<file path="config.mk">
export PLATFORM = sky130hd
export DESIGN_NAME = lcd_write_arbiter
export DESIGN_NICKNAME = d
export VERILOG_FILES = /design/src/rtl/lcd_write_arbiter.sv
export SDC_FILE = /design/constraint.sdc
export NUM_CORES = 1
export LEC_CHECK = 0
export CORE_UTILIZATION = 55
export CTS_CLUSTER_SIZE = 24
export DETAILED_ROUTE_END_ITERATION = 16
export GPL_TIMING_DRIVEN = 0
export PLACE_DENSITY = 0.91
export SYNTH_ARGS = -nofsm -noshare
export SYNTH_HDL_FRONTEND = slang
export SYNTH_SLANG_ARGS = --single-unit
</file>
<file path="constraint.sdc">
create_clock -name CLK_I -period 4.7 [get_ports CLK_I]
set_input_delay 0.94 -clock CLK_I [delete_from_list [all_inputs] [get_ports CLK_I]]
set_output_delay 0.94 -clock CLK_I [all_outputs]
set_load 0.02 [all_outputs]
</file>
<file path="src/rtl/lcd_write_arbiter.sv">
// HD44780 write-bus owner: runs the power-on init sequence, then round-robin
// shares the bus between two clients while generating setup, EN and exec delays.
module lcd_write_arbiter #(
  parameter int EN_HIGH_CYC    = 24,
  parameter int LONG_WAIT_CYC  = 82433,
  parameter int SHORT_WAIT_CYC = 2500,
  parameter int PAYLOAD_BITS   = 8
) (
  input  logic                    CLK_I,
  input  logic                    RST_I,
  input  logic                    REQ0_I,
  input  logic [PAYLOAD_BITS:0]   DATA0_I,
  output logic                    ACK0_O,
  input  logic                    REQ1_I,
  input  logic [PAYLOAD_BITS:0]   DATA1_I,
  output logic                    ACK1_O,
  output logic                    INIT_DONE_O,
  output logic                    BUSY_O,
  output logic [PAYLOAD_BITS-1:0] LCD_DATA_O,
  output logic                    LCD_RS_O,
  output logic                    LCD_RW_O,
  output logic                    LCD_EN_O
);

  localparam int MAX_AB  = (EN_HIGH_CYC > LONG_WAIT_CYC) ? EN_HIGH_CYC : LONG_WAIT_CYC;
  localparam int MAX_CYC = (MAX_AB > SHORT_WAIT_CYC) ? MAX_AB : SHORT_WAIT_CYC;
  localparam int CNT_W   = $clog2(MAX_CYC + 1);
  localparam int WORD_W  = PAYLOAD_BITS + 1;

  localparam logic [CNT_W-1:0] EN_LAST    = CNT_W'(EN_HIGH_CYC - 1);
  localparam logic [CNT_W-1:0] LONG_LAST  = CNT_W'(LONG_WAIT_CYC - 1);
  localparam logic [CNT_W-1:0] SHORT_LAST = CNT_W'(SHORT_WAIT_CYC - 1);

  typedef enum logic [1:0] {IDLE, SETUP, EN_HIGH, HOLD} state_t;

  state_t             state_reg, state_next;
  logic [2:0]         init_idx_reg, init_idx_next;
  logic               rr_ptr_reg, rr_ptr_next;
  logic [CNT_W-1:0]   cnt_reg, cnt_next;
  logic [WORD_W-1:0]  word_reg, word_next;
  logic               en_reg, en_next;
  logic               ack0_reg, ack0_next;
  logic               ack1_reg, ack1_next;
  logic               init_done_reg, init_done_next;

  logic [WORD_W-1:0]  init_word;
  logic               is_long;
  logic [CNT_W-1:0]   wait_last;
  logic               grant1;

  always_comb begin
    init_word = '0;
    case (init_idx_reg)
      3'd0:    init_word = WORD_W'(9'h038);
      3'd1:    init_word = WORD_W'(9'h00C);
      3'd2:    init_word = WORD_W'(9'h001);
      3'd3:    init_word = WORD_W'(9'h006);
      3'd4:    init_word = WORD_W'(9'h080);
      default: init_word = '0;
    endcase
  end

  // Clear and Home (RS=0, 0x01..0x03) need the long execution time
  assign is_long = !word_reg[PAYLOAD_BITS] &&
                   (word_reg[PAYLOAD_BITS-1:0] != '0) &&
                   (word_reg[PAYLOAD_BITS-1:0] <= PAYLOAD_BITS'(3));
  assign wait_last = is_long ? LONG_LAST : SHORT_LAST;

  always_comb begin
    state_next     = state_reg;
    init_idx_next  = init_idx_reg;
    rr_ptr_next    = rr_ptr_reg;
    cnt_next       = cnt_reg;
    word_next      = word_reg;
    en_next        = en_reg;
    ack0_next      = 1'b0;
    ack1_next      = 1'b0;
    init_done_next = init_done_reg;
    grant1         = 1'b0;
    case (state_reg)
      IDLE: begin
        if (!init_done_reg) begin
          word_next  = init_word;
          state_next = SETUP;
        end else if (REQ0_I || REQ1_I) begin
          grant1      = (REQ0_I && REQ1_I) ? rr_ptr_reg : REQ1_I;
          rr_ptr_next = !grant1;
          word_next   = grant1 ? DATA1_I : DATA0_I;
          ack0_next   = !grant1;
          ack1_next   = grant1;
          state_next  = SETUP;
        end
      end
      SETUP: begin
        en_next    = 1'b1;
        cnt_next   = '0;
        state_next = EN_HIGH;
      end
      EN_HIGH: begin
        if (cnt_reg == EN_LAST) begin
          en_next    = 1'b0;
          cnt_next   = '0;
          state_next = HOLD;
        end else begin
          cnt_next = cnt_reg + 1'b1;
        end
      end
      HOLD: begin
        if (cnt_reg == wait_last) begin
          cnt_next   = '0;
          state_next = IDLE;
          if (!init_done_reg) begin
            init_idx_next = init_idx_reg + 3'd1;
            if (init_idx_reg == 3'd4) init_done_next = 1'b1;
          end
        end else begin
          cnt_next = cnt_reg + 1'b1;
        end
      end
      default: state_next = IDLE;
    endcase
  end

  always_ff @(posedge CLK_I) begin
    if (RST_I) begin
      state_reg     <= IDLE;
      init_idx_reg  <= '0;
      rr_ptr_reg    <= 1'b0;
      cnt_reg       <= '0;
      word_reg      <= '0;
      en_reg        <= 1'b0;
      ack0_reg      <= 1'b0;
      ack1_reg      <= 1'b0;
      init_done_reg <= 1'b0;
    end else begin
      state_reg     <= state_next;
      init_idx_reg  <= init_idx_next;
      rr_ptr_reg    <= rr_ptr_next;
      cnt_reg       <= cnt_next;
      word_reg      <= word_next;
      en_reg        <= en_next;
      ack0_reg      <= ack0_next;
      ack1_reg      <= ack1_next;
      init_done_reg <= init_done_next;
    end
  end

  assign ACK0_O      = ack0_reg;
  assign ACK1_O      = ack1_reg;
  assign INIT_DONE_O = init_done_reg;
  assign BUSY_O      = !((state_reg == IDLE) && init_done_reg);
  assign LCD_DATA_O  = word_reg[PAYLOAD_BITS-1:0];
  assign LCD_RS_O    = word_reg[PAYLOAD_BITS];
  assign LCD_RW_O    = 1'b0;
  assign LCD_EN_O    = en_reg;

endmodule

</file>
# After elaboration in Yosys (flattened, before gate mapping)
# Cells that the tools add are included.
# W data, S select, Z words.
[totals] ff_bits=36 out_inout_bits=15 wordCells=66
[classes] n_addsub=2 magnitude_cmp=1 eq_ne=13 n_mux=18 n_bitwise=3 n_reduce_logical=20
[ops] op="$mux W17" n=3
[ops] op="$pmux W17 S3" n=1
[ops] op="$pmux W8 S5" n=1
[ops] op="$mux W9" n=3
[ops] op="$add A17 B1 Y17 const B" n=1
[ops] op="$eq A17 B17 Y1" n=1
[ops] op="$eq A17 B5 Y1 const B" n=1
[ops] op="$reduce_and A3 Y1" n=3
[ops] op="$le A8 B2 Y1 const B" n=1
[ops] op="$mux W2" n=4
[ops] op="$pmux W2 S4" n=1
[ops] op="$reduce_bool A8 Y1" n=1
[ops] op="$eq A3 B2 Y1 const B" n=2
[ops] op="$reduce_and A2 Y1" n=3
[ops] op="$eq A2 B2 Y1 const B" n=2
[ops] op="$logic_and A1 B1 Y1" n=4
[ops] op="$mux W1" n=4
[ops] op="$ne A2 B2 Y1 const B" n=2
[ops] op="$reduce_or A4 Y1" n=1
[ops] op="$add A3 B1 Y3 const B" n=1
[ops] op="$eq A3 B1 Y1 const B" n=1
[ops] op="$eq A3 B3 Y1 const B" n=1
[ops] op="$logic_not A1 Y1" n=3
[ops] op="$logic_not A3 Y1" n=1
[ops] op="other kinds (9)" n=11

# Depth between registers and ports, before layout
[logic_depth] depth_word=7 ltp_mapped=9 depth_no_buf=8

# Least setup slack after synthesis
# No wires, ideal clock.
[synth_timing] path_type="input-to-reg" from="input REQ0_I" to="register word_reg[0]" setup_time_ps=132 arrival_ps=2013 required_ps=4568 path_slack_ps=2555 path_stages=5 n_path_buf=0 path_cell_list="inv_1 > o21ai_2 > mux2_2 > a221oi_1 > nor3_1"
[synth_via] elab_chain_len=5
[synth_lines] item="start: declaration" line="11" source="input logic REQ0_I,"
[synth_lines] item="$logic_and A1 B1 Y1" line="86" source="grant1 = (REQ0_I && REQ1_I) ? rr_ptr_reg : REQ1_I;"
[synth_lines] item="$mux W1" line="86"
[synth_lines] item="$mux W9" line="88" source="word_next = grant1 ? DATA1_I : DATA0_I;"
[synth_lines] item="$mux W9" line="85" source="end else if (REQ0_I || REQ1_I) begin"
[synth_lines] item="$mux W9" line="82" source="if (!init_done_reg) begin"
[synth_lines] item="end signal: assignment" line="140" source="word_reg <= word_next;"
[synth_lines] item="end: declaration" line="40" source="logic [WORD_W-1:0] word_reg, word_next;"
# Several ways; a longest one is shown, not always the timed one. The select of a mux whose other input is x is not followed.
# A chain may end at the register's enable or synchronous reset.

# Worst setup path in the final report
[layout_timing] from="register state_reg[0]" to="output BUSY_O"
[layout_via] elab_chain_len=3
[layout_lines] item="start: declaration" line="36" source="state_t state_reg, state_next;"
[layout_lines] item="start signal: assignment" line="136" source="state_reg <= state_next;"
[layout_lines] item="$logic_not A2 Y1" line="151" source="assign BUSY_O = !((state_reg == IDLE) && init_done_reg);"
[layout_lines] item="$logic_and A1 B1 Y1" line="151"
[layout_lines] item="$logic_not A1 Y1" line="151"
[layout_lines] item="end: declaration" line="18" source="output logic BUSY_O,"
# Every way passes these cells.

==> impl_summary.md <==
Setup path
In this run the worst setup path begins at state_reg[0]. STA classifies the critical path endpoint as an output pin. The signal on the critical path passes through inv_1 > ha_1 > clkbuf_1 > nand2_1 > clkdlybuf4s50_1. The minimum setup slack among reg-to-reg paths is 2260 ps.

The slowest stage of the critical path belongs to the cell sky130_fd_sc_hd__clkdlybuf4s50_1. The worst register-to-register path ends at cnt_reg[6]. The critical path required time is 3760 ps. The startpoint identified for the worst register-to-register timing path is state_reg[1]. The biggest fanout along the worst timing path is 8. The worst-case reg-to-reg path depth is 8.

The largest single stage delay on the critical path is 650 ps. The critical path contains buffers and inverters numbering 3 combined. The startpoint type of the worst setup path is a flip-flop. The cell type group with the largest total delay on the critical path is buffers and inverters. The data arrival time of the worst path is approximately 2000 ps. The type of the worst setup path is reg2out.

Clock network
The clock passes through at most 2 buffers. For the worst-skew pair, the clock arrives at the later sink with an insertion delay of approximately 280 ps. TritonCTS built the clock tree.

The number of hold-repair buffers added at the cts stage is 0. The number of setup buffers added after CTS is 0. The clock-pin slew of the registers on the worst-case setup and hold paths is 70 ps. The number of levels in the clock H-tree is 2. After clock tree synthesis, the repair step resized 0 gates.

The number of sinks handled by clock tree synthesis is 36. Clock tree synthesis inserted a total of 5 buffers. The tree is rooted in a sky130_fd_sc_hd__clkbuf_8.

Status
The run finished with clean final reports.

Timing
Setup repair after global routing left no endpoint under its margin. The clock tree skew after final layout is 6.76 ps. The number of setup violations in the final report is 0. In the finished design, the share of the clock period the worst path needs comes to 63.1%. Summed over all failing endpoints, the final setup total negative slack is 0 ps. At the pin with the least slew margin, the transition time is 761 ps.

The maximum clock frequency is 337 MHz. The hold violation count in the final report was 0. In this run the tightest slew margin relative to its limit is around 49%. The number of slew-limit violations in the final report is 0. Hold timing on the final database bottoms out at a slack of between 500 and 600 ps.

The worst path needs 2970 ps of the cycle, external delays included.

Worst hold path
The classification of the worst-slack hold path is reg2reg. The terminating pin of the worst hold path is state_reg[1]. The worst hold path was traced through 2 stages.

In this run the most critical hold path is launched from state_reg[1].

Route
In the routed layout, each cell is associated on average with a via count of between 5 and 6. Across all layers, the routed design uses 2009 vias. After the first detailed-routing iteration, the DRC count stood at 202. After detailed routing, the number of remaining DRC violations is 0. In this run the remaining antenna-violating nets after routing total 0. The number of optimization iterations in the first detailed-route pass is 4. For this block, the routed nets add up to around 5 mm of wire. In the final routed layout, each cell accounts on average for 14.8 um.

Power and ir drop
The cell leakage power is 0.00101 uW. The maximum vdd drop is 206 uV. Power spread over the standard cell area amounts to 368 mW/mm^2.

Finish
In the final layout, the share of cells above drive strength 1 is 8.28%. Leaving out fill and tap cells, the most frequent cell in the layout is sky130_fd_sc_hd__dfxtp_1. From synthesis to final layout, the design area changed by 23.7%. The net count of the finished layout is 322. The register with the most flip-flops in the layout has 17 of them. With fillers left out, the area of the finished cells amounts to 0.00259 mm^2. The number of antenna diodes in the final layout is 0. Leaving out fill and tap cells, the most frequent cells in the layout are 36 x sky130_fd_sc_hd__dfxtp_1, 34 x sky130_fd_sc_hd__clkdlybuf4s50_1, 30 x sky130_fd_sc_hd__nor2_1.

Global routing
The number of global-route vias before repair came to 1887. The first-pass GRT wire length is 8.76 mm. The total global routing track utilization is 27.0%. The pin count of the biggest net entering global routing is 11. The initial antenna violation count came to 0.

The remaining global-route overflow is 0.

Floorplanning
The vertical die dimension is about 64 um. The width of the die is 63.7 um. The initial utilization of the core area, before any placement, comes to 57.3%. The full die area is 0.00406 mm^2. The floorplan has 22 rows.

For this design the top-level I/O count stands at 37. The core box area is 0.00366 mm^2.

Logic synthesis
The Yosys step of the flow raised 0 warnings. In the post-synthesis netlist, the biggest area contributors are sky130_fd_sc_hd__dfxtp_1 34%, sky130_fd_sc_hd__ha_1 6.0%, sky130_fd_sc_hd__nor2_1 5.4%. The unique cell type count in the Yosys netlist is 50.

In the synthesized netlist, the number of instances is between 200 and 250. Sequential cells were found to cover between 30% and 40% of the synthesized design area. The synthesized area divided by synthesized cell count is 8.42 um^2.

In the synthesized netlist the async set-or-reset flop fraction comes to 0%. The register bit count reported by yosys is 36. The cell type contributing the most total cell area after synthesis is sky130_fd_sc_hd__dfxtp_1.

The count of flip-flops with a built-in enable after synthesis is 0. The summed instance area of the synthesized netlist is 0.00210 mm^2. For this run, the leading register cell type out of synthesis is sky130_fd_sc_hd__dfxtp_1.

The share of the synthesized area in the top cell type is between 30 and 40%. The total nets after synthesis is 281.

Placed design
Detailed placement finished with a half-perimeter wire length of 3.72 mm. Routability-driven placement finished with a final weighted congestion of 0.987. The port buffer count is 34. The placed instances occupy a cell area of 0.00250 mm^2.

Flow run
The tool flagged a number of max-cap violations equal to 0.
-- how the worst max path moves through the flow --
stage | end | slack [ps] | cells after the start
2_1_floorplan | word_reg[0] | 2550 | 5
3_3_place_gp | word_reg[0] | 1830 | 6
3_5_place_dp | word_reg[0] | 1760 | 6
4_1_cts | BUSY_O | 1720 | 5
5_1_grt | BUSY_O | 1600 | 5
6_report | BUSY_O | 1730 | 5
-- tightest hold or removal path, stage by stage (launching register included) --
cell	delay, ps
sky130_fd_sc_hd__dfxtp_1	340
sky130_fd_sc_hd__nand2_1	70
sky130_fd_sc_hd__mux2i_1	60
-- kinds of logic (layout without fill, tap and decap cells) --
group / after synthesis / after routing / synth area share (%)
multiplexers: 14 / 14 / 7.16
adder cells (fa/ha/maj): 10 / 10 / 5.97
AO/OA/AOI/OAI: 65 / 65 / 22.6
flip-flops: 36 / 36 / 34.4
XOR/XNOR: 5 / 5 / 2.09
buffers and inverters: 24 / 65 / 5.55
other: 1 / 1 / 0.179
AND/OR/NAND/NOR: 94 / 94 / 22.1
-- routing by layer --
| metal | vias up | track usage [%] | part of all wire, % |
|---|---|---|---|
| li1 | 988 | - | - |
| met1 | 944 | 35.9 | 45 |
| met2 | 70 | 44.4 | 49 |
| met3 | 7 | 5.54 | 5.9 |
| met4 | 0 | 6.53 | 0.72 |
| met5 | - | 0 | 0 |
-- where the power goes --
part	leakage, uW	internal (uW)	switching, uW
sequential	0.000292	337	24.8
combinational	0.000664	147	211
clock	0.0000503	130	103
-- synthesized netlist by cell type, types with 2 or more instances --
master                      n
sky130_fd_sc_hd__a211oi_1   4
sky130_fd_sc_hd__a21o_1     3
sky130_fd_sc_hd__a21oi_1   10
sky130_fd_sc_hd__a22o_1     4
sky130_fd_sc_hd__a22oi_1    3
sky130_fd_sc_hd__a31o_1     4
sky130_fd_sc_hd__a31oi_1    5
sky130_fd_sc_hd__and2_1     4
sky130_fd_sc_hd__and3_1     3
sky130_fd_sc_hd__buf_6      3
sky130_fd_sc_hd__clkbuf_1   6
sky130_fd_sc_hd__dfxtp_1   36
sky130_fd_sc_hd__ha_1      10
sky130_fd_sc_hd__inv_1     13
sky130_fd_sc_hd__mux2_2     4
sky130_fd_sc_hd__mux2i_1    9
sky130_fd_sc_hd__nand2_1   20
sky130_fd_sc_hd__nand3_1    8
sky130_fd_sc_hd__nand4_1    9
sky130_fd_sc_hd__nor2_1    30
sky130_fd_sc_hd__nor3_1    11
sky130_fd_sc_hd__nor4_1     3
sky130_fd_sc_hd__nor4_2     2
sky130_fd_sc_hd__o211a_1    2
sky130_fd_sc_hd__o21a_1     2
sky130_fd_sc_hd__o21ai_0    8
sky130_fd_sc_hd__o31a_1     2
sky130_fd_sc_hd__o31ai_1    6
sky130_fd_sc_hd__xor2_1     4
-- through the flow --
stage,cells,util [%],total power (uW),setup slack [ps]
4_1_cts,338,70.8,956,1720
5_1_grt,338,70.8,1010,1600
6_report,338,70.8,953,1730
3_5_place_dp,331,68.2,722,1760
2_1_floorplan,249,-,600,2550
3_3_place_gp,331,68.2,708,1830
-- cell type report --
class | count | area [um^2]
Buffer | 11 | 67.6
Clock buffer | 7 | 96.3
Fill cell | 295 | 1070
Inverter | 13 | 48.8
Multi-Input combinational cell | 189 | 1260
Sequential cell | 36 | 721
Tap cell | 48 | 60.1
Timing Repair Buffer | 34 | 340
Power figures use the tool's default switching activity.
